--- config.mk ---
export PLATFORM = sky130hd
export DESIGN_NAME = sha3_axil_slave
export DESIGN_NICKNAME = d
export VERILOG_FILES = /design/src/rtl/sha3_axil_slave.sv
export SDC_FILE = /design/constraint.sdc
export NUM_CORES = 1
export LEC_CHECK = 0
export BUFFER_PORTS_ARGS = -buffer_cell sky130_fd_sc_hd__buf_2
export CAP_MARGIN = 20
export CORE_AREA = 2 2 155 157
export CTS_BUF_LIST = sky130_fd_sc_hd__clkbuf_4
export DETAILED_ROUTE_END_ITERATION = 16
export DIE_AREA = 0 0 157 159
export PLACE_DENSITY = 0.55
export SLEW_MARGIN = 20
export SYNTH_ARGS = -nofsm -noshare
export SYNTH_HDL_FRONTEND = slang
export SYNTH_SLANG_ARGS = --single-unit
--- constraint.sdc ---
create_clock -name S_AXI_ACLK -period 3.6 [get_ports S_AXI_ACLK]
set_input_delay 0.72 -clock S_AXI_ACLK [delete_from_list [all_inputs] [get_ports S_AXI_ACLK]]
set_output_delay 0.72 -clock S_AXI_ACLK [all_outputs]
set_load 0.05 [all_outputs]
--- src/rtl/sha3_axil_slave.sv ---
// AXI4-Lite register front end for the SHA-3 core: CONTROL/STATUS/INPUT/COMMAND/OUTPUT map,
// INPUT words forwarded over valid/ready with the write response held until the core accepts.
module sha3_axil_slave #(
    parameter int C_S_AXI_DATA_WIDTH = 32,
    parameter int C_S_AXI_ADDR_WIDTH = 7,
    parameter int C_SHA3_SIZE        = 256
) (
    input  logic                            S_AXI_ACLK,
    input  logic                            S_AXI_ARESET,
    input  logic [C_S_AXI_ADDR_WIDTH-1:0]   S_AXI_AWADDR,
    input  logic [2:0]                      S_AXI_AWPROT,
    input  logic                            S_AXI_AWVALID,
    output logic                            S_AXI_AWREADY,
    input  logic [C_S_AXI_DATA_WIDTH-1:0]   S_AXI_WDATA,
    input  logic [C_S_AXI_DATA_WIDTH/8-1:0] S_AXI_WSTRB,
    input  logic                            S_AXI_WVALID,
    output logic                            S_AXI_WREADY,
    output logic [1:0]                      S_AXI_BRESP,
    output logic                            S_AXI_BVALID,
    input  logic                            S_AXI_BREADY,
    input  logic [C_S_AXI_ADDR_WIDTH-1:0]   S_AXI_ARADDR,
    input  logic [2:0]                      S_AXI_ARPROT,
    input  logic                            S_AXI_ARVALID,
    output logic                            S_AXI_ARREADY,
    output logic [C_S_AXI_DATA_WIDTH-1:0]   S_AXI_RDATA,
    output logic [1:0]                      S_AXI_RRESP,
    output logic                            S_AXI_RVALID,
    input  logic                            S_AXI_RREADY,
    output logic                            core_rst,
    output logic [31:0]                     core_in_data,
    output logic [1:0]                      core_in_bytes,
    output logic                            core_in_last,
    output logic                            core_in_valid,
    input  logic                            core_in_ready,
    input  logic                            core_out_valid,
    input  logic [C_SHA3_SIZE-1:0]          core_hash
);
    localparam int N_OUT = C_SHA3_SIZE / 32;
    localparam int WA    = C_S_AXI_ADDR_WIDTH - 2;

    typedef logic [WA-1:0] word_t;
    localparam word_t A_CTRL  = word_t'(0);
    localparam word_t A_STAT  = word_t'(1);
    localparam word_t A_IN    = word_t'(2);
    localparam word_t A_CMD   = word_t'(3);
    localparam word_t OUT_END = word_t'(4 + N_OUT);

    typedef enum logic [1:0] {W_IDLE, W_EXEC, W_RESP} wstate_t;
    typedef enum logic {R_IDLE, R_DATA} rstate_t;

    wstate_t     wstate, wstate_nx;
    rstate_t     rstate, rstate_nx;
    logic        awready_q, arready_q;
    word_t       waddr_q;
    logic [31:0] wdata_q;
    logic        wstrb0_q;
    logic [2:0]  ctrl_q;
    logic        done_q, sealed_q, core_rst_q;
    logic [1:0]  bresp_q, rresp_q;
    logic [31:0] rdata_q, rd_word;
    logic        rd_err, in_valid, wr_hs, rd_hs, cmd_go, w_err;
    word_t       rword;

    logic unused_bits;
    assign unused_bits = ^{S_AXI_AWPROT, S_AXI_ARPROT, S_AXI_AWADDR[1:0], S_AXI_ARADDR[1:0],
                           S_AXI_WSTRB[C_S_AXI_DATA_WIDTH/8-1:1]};

    assign wr_hs  = awready_q && S_AXI_AWVALID && S_AXI_WVALID;
    assign rd_hs  = arready_q && S_AXI_ARVALID;
    assign cmd_go = (wstate == W_EXEC) && (waddr_q == A_CMD) && wdata_q[0];
    assign w_err  = (waddr_q >= OUT_END) || ((waddr_q == A_IN) && sealed_q);
    assign rword  = S_AXI_ARADDR[C_S_AXI_ADDR_WIDTH-1:2];

    always_comb begin
        wstate_nx = wstate;
        in_valid  = 1'b0;
        case (wstate)
            W_IDLE: if (wr_hs) wstate_nx = W_EXEC;
            W_EXEC: begin
                if ((waddr_q == A_IN) && !sealed_q) begin
                    in_valid = 1'b1;
                    if (core_in_ready) wstate_nx = W_RESP;
                end else begin
                    wstate_nx = W_RESP;
                end
            end
            W_RESP: if (S_AXI_BREADY) wstate_nx = W_IDLE;
            default: wstate_nx = W_IDLE;
        endcase
    end

    // A COMMAND clear takes priority over a completion landing in the same cycle.
    always_ff @(posedge S_AXI_ACLK) begin
        if (S_AXI_ARESET) begin
            wstate     <= W_IDLE;
            awready_q  <= 1'b0;
            waddr_q    <= '0;
            wdata_q    <= '0;
            wstrb0_q   <= 1'b0;
            ctrl_q     <= '0;
            done_q     <= 1'b0;
            sealed_q   <= 1'b0;
            bresp_q    <= '0;
            core_rst_q <= 1'b0;
        end else begin
            wstate     <= wstate_nx;
            awready_q  <= (wstate == W_IDLE) && S_AXI_AWVALID && S_AXI_WVALID && !awready_q;
            core_rst_q <= cmd_go;
            if (wr_hs) begin
                waddr_q  <= S_AXI_AWADDR[C_S_AXI_ADDR_WIDTH-1:2];
                wdata_q  <= S_AXI_WDATA[31:0];
                wstrb0_q <= S_AXI_WSTRB[0];
            end
            if ((wstate == W_EXEC) && (waddr_q == A_CTRL) && wstrb0_q)
                ctrl_q <= wdata_q[2:0];
            if (cmd_go)              done_q <= 1'b0;
            else if (core_out_valid) done_q <= 1'b1;
            if (cmd_go)                                    sealed_q <= 1'b0;
            else if (in_valid && core_in_ready && ctrl_q[2]) sealed_q <= 1'b1;
            if ((wstate == W_EXEC) && (wstate_nx == W_RESP))
                bresp_q <= w_err ? 2'b10 : 2'b00;
        end
    end

    always_comb begin
        rd_word = '0;
        rd_err  = 1'b0;
        case (rword)
            A_CTRL: rd_word = {29'b0, ctrl_q};
            A_STAT: rd_word = {29'b0, sealed_q, in_valid, done_q};
            A_IN, A_CMD: begin
            end
            default: begin
                rd_err = (rword >= OUT_END);
                for (int unsigned i = 0; i < N_OUT; i++)
                    if (rword == word_t'(i + 4))
                        rd_word = core_hash[(N_OUT-1-i)*32 +: 32];
            end
        endcase
    end

    always_comb begin
        rstate_nx = rstate;
        case (rstate)
            R_IDLE: if (rd_hs) rstate_nx = R_DATA;
            R_DATA: if (S_AXI_RREADY) rstate_nx = R_IDLE;
            default: rstate_nx = R_IDLE;
        endcase
    end

    always_ff @(posedge S_AXI_ACLK) begin
        if (S_AXI_ARESET) begin
            rstate    <= R_IDLE;
            arready_q <= 1'b0;
            rdata_q   <= '0;
            rresp_q   <= '0;
        end else begin
            rstate    <= rstate_nx;
            arready_q <= (rstate == R_IDLE) && S_AXI_ARVALID && !arready_q;
            if (rd_hs) begin
                rdata_q <= rd_word;
                rresp_q <= rd_err ? 2'b10 : 2'b00;
            end
        end
    end

    assign S_AXI_AWREADY = awready_q;
    assign S_AXI_WREADY  = awready_q;
    assign S_AXI_BVALID  = (wstate == W_RESP);
    assign S_AXI_BRESP   = bresp_q;
    assign S_AXI_ARREADY = arready_q;
    assign S_AXI_RVALID  = (rstate == R_DATA);
    assign S_AXI_RDATA   = rdata_q;
    assign S_AXI_RRESP   = rresp_q;
    assign core_rst      = core_rst_q;
    assign core_in_valid = in_valid;
    assign core_in_data  = wdata_q;
    assign core_in_last  = ctrl_q[2];
    assign core_in_bytes = ctrl_q[1:0];
endmodule
Word level (Yosys, flattened, before mapping) --
Cells that the tools add are included.
Storage, ports and cells: register bits 85, input bits 321, output and inout port bits 78, logic and storage cells 82
Cells by class: order comparisons 2, equal/unequal tests 16, muxes and demuxes 22, bitwise gates (word level) 1, reduce and logical (&&, ||, !) cells 27
Operator list (count):
- 2-to-1 mux 32 bit | 8
- case mux 32 bit (3 select lines) | 1
- == test 5 x 2 -> 1 bit, second input constant | 4
- == test 5 x 3 -> 1 bit, second input constant | 4
- == test 5 x 4 -> 1 bit, second input constant | 4
- logical AND 1 bit | 17
- 2-to-1 mux 2 bit | 6
- >= comparator 5 x 4 -> 1 bit, second input constant | 2
- logical NOT 5 bit | 2
- case mux 2 bit (3 select lines) | 1
- == test 5 x 1 -> 1 bit, second input constant | 1
- 2-to-1 mux 1 bit | 5
- == test 2 bit, second input constant | 2
- OR reduction 2 bit | 2
- OR reduction 4 bit | 1
- logical NOT 1 bit | 3
- == test 2 x 1 -> 1 bit, second input constant | 1
- logical NOT 2 bit | 1
- case mux 1 bit (2 select lines) | 1
- logical OR 1 bit | 1
- NOT 1 bit | 1

Longest topological paths before layout --
Gate-level depths: netlist of the first run.
depth in word-level cells 10, mapped depth 8, depth with buffers taken out 5

Least setup slack after synthesis of the first run --
Ideal clock, no wire load.
path kind reg2out, start point register waddr_q[0], end point output core_in_valid, data arrival time 2.010 ns, data required time 2.880 ns, setup slack 0.870 ns, stages on the path, launching flop included 3, path buffers 0, cell sequence dfxtp_1 or4b_1 nor3_1
On the way: longest elaborated chain between the ends 4
RTL lines:
- start, declared | line 54 | word_t waddr_q;
- start signal, assigned | line 110 | waddr_q <= S_AXI_AWADDR[C_S_AXI_ADDR_WIDTH-1:2];
- == test 5 x 2 -> 1 bit | line 80 | if ((waddr_q == A_IN) && !sealed_q) begin
- logical AND 1 bit | line 80
- 2-to-1 mux 1 bit | line 80
- 2-to-1 mux 1 bit | line 77 | case (wstate)
- end, declared | line 33 | output logic core_in_valid,
Every way passes these cells.

Final worst setup path of the first run --
Ends and elaborated chain as after synthesis.

==> results.json, run 1 <==
{
  "setup_violations": 0,
  "final_core_util": 0.335,
  "p_seq_frac": 0.477,
  "wl_per_cell_um": 19.6,
  "worstSetupEndpointType": "output pin",
  "cp_data_required_time_ns": 2.88,
  "track_usage": 0.207,
  "p_leak_nw": 3.44,
  "finalClockSkew_ns": 0.0254,
  "ios": 399,
  "antenna_found_initial": 8,
  "path_class": "reg -> out",
  "cts_root_buf": "clkbuf_4",
  "fillers": 2537,
  "synth_commonest_cells": "a21oi_1, nand2_1, dfxtp_1",
  "grt_pass1_vias": 6783,
  "worst_pin_slew_ns": 1.00,
  "num_rows": 56,
  "insertion_delay_ns": 0.47,
  "multi_input_area_mm2": 0.00347,
  "grt_max_degree": 84,
  "tns_ns": 0,
  "hpwl_mm": 20.9,
  "report.final.slew_viol_count": 0,
  "cap_violations": 0,
  "grt_pass1_wl_mm": 39.4,
  "route.detailed.drc": 0,
  "cts.htree.levels": 3,
  "fmaxAchievable_mhz": 375,
  "synth_area_mm2": 0.00549,
  "timing.slew.headroom": 0.331,
  "initial_core_util": 0.237,
  "synth_seq_cells": 83,
  "cts_sinks": 83,
  "firstDrtPassIters": 5,
  "comb_power_share": 0.255,
  "final_area_mm2": 0.00776,
  "postRouteAntennaNets": 0,
  "swShare": 0.342,
  "power.density_mw_per_mm2": 254,
  "yosysTopAreaCell": "dfxtp_1",
  "avgSynthCellArea_um2": 7.74,
  "intPower_mw": 1.30,
  "cp_slowest_stage_delay_ns": 0.56,
  "yosysSeqAreaShare": 0.303,
  "status": "complete, no violations",
  "crit_chain": "or4b_1 > nor3_1 > buf_4 > buf_2",
  "min_path_type": "reg -> reg",
  "cts.hold.buffers_added": 0,
  "final_hold_viol_count": 0,
  "yosys.area.top_type_share": 0.303,
  "peakVddDrop_uv": 147,
  "yosysMostFrequentCell": "a21oi_1",
  "core_mm2": 0.0232,
  "cts.path.max_buffers": 2,
  "cts.repair.resized": 0,
  "drt-initial-drc-count": 476,
  "gr-total-overflow": 0,
  "seq_area_mm2": 0.00166,
  "synthCells": 709,
  "nNetsFinal": 1380,
  "rsz0062_at_grt": "no",
  "clk_pin_slew_ns": 0.16,
  "cts_tree": "built",
  "synth_warnings": 0,
  "critPathMaxFanout": 4,
  "vias_per_cell": 5.10,
  "area_delta_synth_final_pct": 41.4,
  "synth_ff_type": "dfxtp_1",
  "switchingPower_mw": 0.675,
  "finalCritPeriodShare": 0.741,
  "period_needed_ns": 2.67,
  "die_y_um": 159,
  "cpMaxStageDelayCell": "or4b_1",
  "layout-drive-gt1-share": 0.416,
  "synth_edf_count": 0,
  "num_vias": 7076,
  "post-cts-setup-buffer-count": 0,
  "dpl_cell_area_mm2": 0.00764,
  "die_x_um": 157,
  "async_reset_ff_frac": 0,
  "p_clk_frac": 0.268,
  "cp-start-kind": "register",
  "io_buffers": 383,
  "gp_congestion": 0.879,
  "worst-endpoint-arrival_ns": 1.95,
  "ys_types": 69,
  "cts_made_buffers": 9,
  "timing.hold.ws_ns": 0.460,
  "routed_wl_mm": 27.2,
  "synthTopCellsByArea": "dfxtp_1, a21oi_1, nand2_1",
  "die_area_mm2": 0.0250
}
[routing by layer]
layer  routed length (µm)  share of wire  vias to the layer above  GRT usage
li1                     -              -                     3377          -
met1                11500           0.42                     3280      0.264
met2                12300           0.45                      367      0.329
met3                 2500          0.092                       50     0.0577
met4                  853          0.031                        2     0.0809
met5                   12        0.00044                        -          0
[placed cells by master (no fill, tap or decap), types with 6 or more instances in the layout]
cell type / count
o21ai_1: 8
dfxtp_1: 83
clkbuf_4: 10
nor3_1: 32
buf_4: 25
mux2_2: 6
nor2b_1: 7
a221oi_1: 10
buf_2: 381
nor2_1: 27
o211a_1: 16
o21ai_0: 37
o32ai_1: 17
a21oi_1: 120
nand3_1: 6
nand2_1: 100
a22oi_1: 34
mux2i_1: 29
[final timing paths]
| check | slack, ns | from | endpoint | depth (start not counted) |
|---|---|---|---|---|
| setup reg to reg | 1.53 | S_AXI_ARREADY | S_AXI_RDATA[25] | 5 |
| hold / removal | 0.46 | S_AXI_RVALID | S_AXI_ARREADY | 1 |
| hold reg to reg | 0.46 | S_AXI_RVALID | S_AXI_ARREADY | 1 |
| setup / recovery | 0.93 | waddr_q[0] | core_in_valid | 4 |
[area by class of cell]
class | count | area share
diodes | 5 | 0.00161
clock buffers | 10 | 0.00967
clock inverters | 6 | 0.00500
inverters | 4 | 0.00193
multi-input cells | 555 | 0.447
flip-flops and latches | 83 | 0.214
well taps | 319 | 0.0514
repair buffers | 406 | 0.270
[through the flow]
| stage | setup WS (ns) | total power [mW] | cells |
|---|---|---|---|
| global placement | 0.627 | 1.46 | 1367 |
| CTS | 0.872 | 2.00 | 1383 |
| detailed placement | 0.641 | 1.46 | 1367 |
| global route | 0.812 | 2.08 | 1385 |
| finish | 0.933 | 1.97 | 1388 |
| floorplan | 0.870 | 1.21 | 710 |
[power groups by stage]
stage	combinational, mW	sequential (mW)	clock (mW)
final	0.503	0.941	0.529
after global routing	0.543	0.943	0.597
after detailed placement	0.499	0.961	0
after global placement	0.497	0.960	0
after CTS	0.502	0.941	0.562
after floorplan	0.209	1.00	0
[state kept, by name, indices dropped and copies added, names as in the netlist, 2 cells and up]
register / cells
S_AXI_RDATA: 32
ctrl_q: 3
waddr_q: 5
core_in_data: 32
wstate: 2
[cell families after synthesis]
kind of cell,synth area share
buffers and inverters,0.0686
other,0.000683
and+or+nand+nor,0.207
AOI/OAI and AO/OA,0.356
muxes,0.0652
DFF,0.303
[worst max-delay path: cells and delay by family (launching register included)]
family	cells	cell delay (ns)
simple gates	2	0.71
buf+inv	2	0.42
flops	1	0.36
(Power assumes the default switching activity.)
==> inputs of run 2 (changes only) <==
--- a/config.mk
+++ b/config.mk
@@ -7,11 +7,11 @@
 export LEC_CHECK = 0
 export BUFFER_PORTS_ARGS = -buffer_cell sky130_fd_sc_hd__buf_2
 export CAP_MARGIN = 20
-export CORE_AREA = 2 2 155 157
+export CORE_AREA = 2 2 157 159
 export CTS_BUF_LIST = sky130_fd_sc_hd__clkbuf_4
 export DETAILED_ROUTE_END_ITERATION = 16
-export DIE_AREA = 0 0 157 159
-export PLACE_DENSITY = 0.55
+export DIE_AREA = 0 0 159 161
+export PLACE_DENSITY = 0.54
 export SLEW_MARGIN = 20
 export SYNTH_ARGS = -nofsm -noshare
 export SYNTH_HDL_FRONTEND = slang
==> constraint.sdc (replaced) <==
create_clock -name S_AXI_ACLK -period 2.7 [get_ports S_AXI_ACLK]
set_input_delay 0.54 -clock S_AXI_ACLK [delete_from_list [all_inputs] [get_ports S_AXI_ACLK]]
set_output_delay 0.54 -clock S_AXI_ACLK [all_outputs]
set_load 0.05 [all_outputs]
==> run 2 against run 1 <==
- core utilization down 0.25 points
- sequential share of layout area fell by 0.53 points
- via count rose by 1.5%
- die area is 2.5% higher
- total power increased by 38%
- routed wire length rose by 1.7%
- largest power group unchanged
==> results.json, run 2 (same netlist as run 1, synthesis figures left out) <==
{
  "dp_slack_ns": 0.247,
  "cts.repair.resized": 0,
  "swShare": 0.330,
  "cp_num_buf_inv": 2,
  "p_clk_frac": 0.285,
  "die_area_mm2": 0.0256,
  "cts.hold.buffers_added": 0,
  "vias_per_cell": 5.10,
  "comb_power_share": 0.254,
  "clk_pin_slew_ns": 0.15,
  "p_leak_nw": 3.53,
  "die_y_um": 161,
  "post-cts-setup-buffer-count": 0,
  "die_x_um": 159,
  "worstSetupEndpointType": "output pin",
  "postRouteAntennaNets": 0,
  "gr-total-overflow": 0,
  "reg2reg_depth": 5,
  "io_buffers": 383,
  "core_mm2": 0.0240,
  "p_seq_frac": 0.461,
  "hold_depth": 3,
  "drt-initial-drc-count": 492,
  "grt_pass1_wl_mm": 41.2,
  "fmaxAchievable_mhz": 405,
  "grt_max_degree": 77,
  "route.detailed.drc": 0,
  "crit_chain": "or4b_1 > nor3_1 > buf_4 > buf_2",
  "finalCritPeriodShare": 0.915,
  "power.density_mw_per_mm2": 342,
  "worst-endpoint-arrival_ns": 1.93,
  "area_delta_synth_final_pct": 45.0,
  "critPathMaxFanout": 4,
  "path_class": "reg -> out",
  "mostFrequentLayoutCell": "buf_2",
  "cts.path.max_buffers": 2,
  "nNetsFinal": 1393,
  "critical_path.top_delay_family": "simple AND/OR/NAND/NOR gates",
  "worst_pin_slew_ns": 0.938,
  "initial_core_util": 0.229,
  "fillers": 2639,
  "intPower_mw": 1.83,
  "cp_slowest_stage_delay_ns": 0.56,
  "report.final.slew_viol_count": 0,
  "cap_violations": 0,
  "timing.slew.headroom": 0.375,
  "rsz0062_at_grt": "no",
  "cp-start-kind": "register",
  "num_vias": 7180,
  "insertion_delay_ns": 0.47,
  "layout-drive-gt1-share": 0.423,
  "routed_wl_mm": 27.7,
  "cts.htree.levels": 3,
  "gp_congestion": 0.889,
  "cts_sinks": 83,
  "final_cell_mix": "buf_2, a21oi_1, nand2_1",
  "firstDrtPassIters": 6,
  "cp.depth": 4,
  "antenna_found_initial": 10,
  "min_path_type": "in -> reg",
  "switchingPower_mw": 0.898,
  "finalClockSkew_ns": 0.0357,
  "peakVddDrop_uv": 263,
  "num_rows": 57,
  "track_usage": 0.206,
  "cts_root_buf": "clkbuf_4",
  "wl_per_cell_um": 19.7,
  "status": "complete, no violations",
  "setup_violations": 0,
  "setup_slack_ns": 0.229,
  "cp_data_required_time_ns": 2.16,
  "timing.hold.ws_ns": 0.305,
  "cts_made_buffers": 9,
  "period_needed_ns": 2.47,
  "cpMaxStageDelayCell": "or4b_1",
  "cts_tree": "built",
  "tns_ns": 0,
  "final_hold_viol_count": 0,
  "ios": 399,
  "hpwl_mm": 21.8,
  "grt_pass1_vias": 7099
}
[run 2: cell count changes in the layout (fill, tap and decap cells not counted)]
cell and delta:
buf_12 +5, buf_4 +8, bufinv_16 +1, clkbuf_4 -1
clkinv_2 -1, diode_2 +3, nor3_2 -1, nor3_4 +1
[run 2: worst min-delay path: cells and delay by family]
| kind | cells | cell delay (ns) |
|---|---|---|
| AND/OR/NAND/NOR | 1 | 0.05 |
| AO/OA/AOI/OAI | 1 | 0.05 |
| buffers and inverters | 1 | 0.09 |
[run 2: worst paths after layout]
| kind | from | end | slack [ns] |
|---|---|---|---|
| worst max register to register | S_AXI_ARREADY | S_AXI_RDATA[12] | 0.95 |
| worst min register to register | S_AXI_RVALID | S_AXI_ARREADY | 0.46 |
| worst min-delay path | S_AXI_WDATA[4] | core_in_data[4] | 0.30 |
| worst max-delay path | waddr_q[0] | core_in_valid | 0.23 |
[run 2: area by class of cell]
| cell class | count | area, µm² | area share |
|---|---|---|---|
| antenna | 8 | 20.0 | 0.00251 |
| inverter | 4 | 15.0 | 0.00189 |
| tap | 324 | 405 | 0.0509 |
| timing repair buffer | 419 | 2250 | 0.283 |
| multi-input combinational | 555 | 3470 | 0.436 |
| clock buffer | 9 | 67.6 | 0.00849 |
| clock inverter | 6 | 63.8 | 0.00802 |
| sequential | 83 | 1660 | 0.209 |
[run 2: per-stage QoR]
step	area (µm²)	utilization	std cells	power, mW
CTS	7940	0.331	1400	2.77
global route	7950	0.332	1404	2.87
global placement	7810	0.326	1385	1.97
finish	7960	0.332	1408	2.72
detailed placement	7810	0.326	1385	1.97
floorplan	5490	-	710	1.61
[run 2: power by group through the flow]
stage	Clock, mW	Sequential, mW	Combinational, mW
4_1_cts	0.826	1.26	0.691
3_3_place_gp	0	1.28	0.685
2_1_floorplan	0	1.34	0.279
6_report	0.775	1.26	0.693
3_5_place_dp	0	1.28	0.687
5_1_grt	0.864	1.26	0.745
[run 2: metal layers]
metal | routed length [µm] | track usage
met1 | 12000 | 0.266
met2 | 12600 | 0.334
met3 | 2470 | 0.0642
met4 | 579 | 0.0574
met5 | 41 | 0
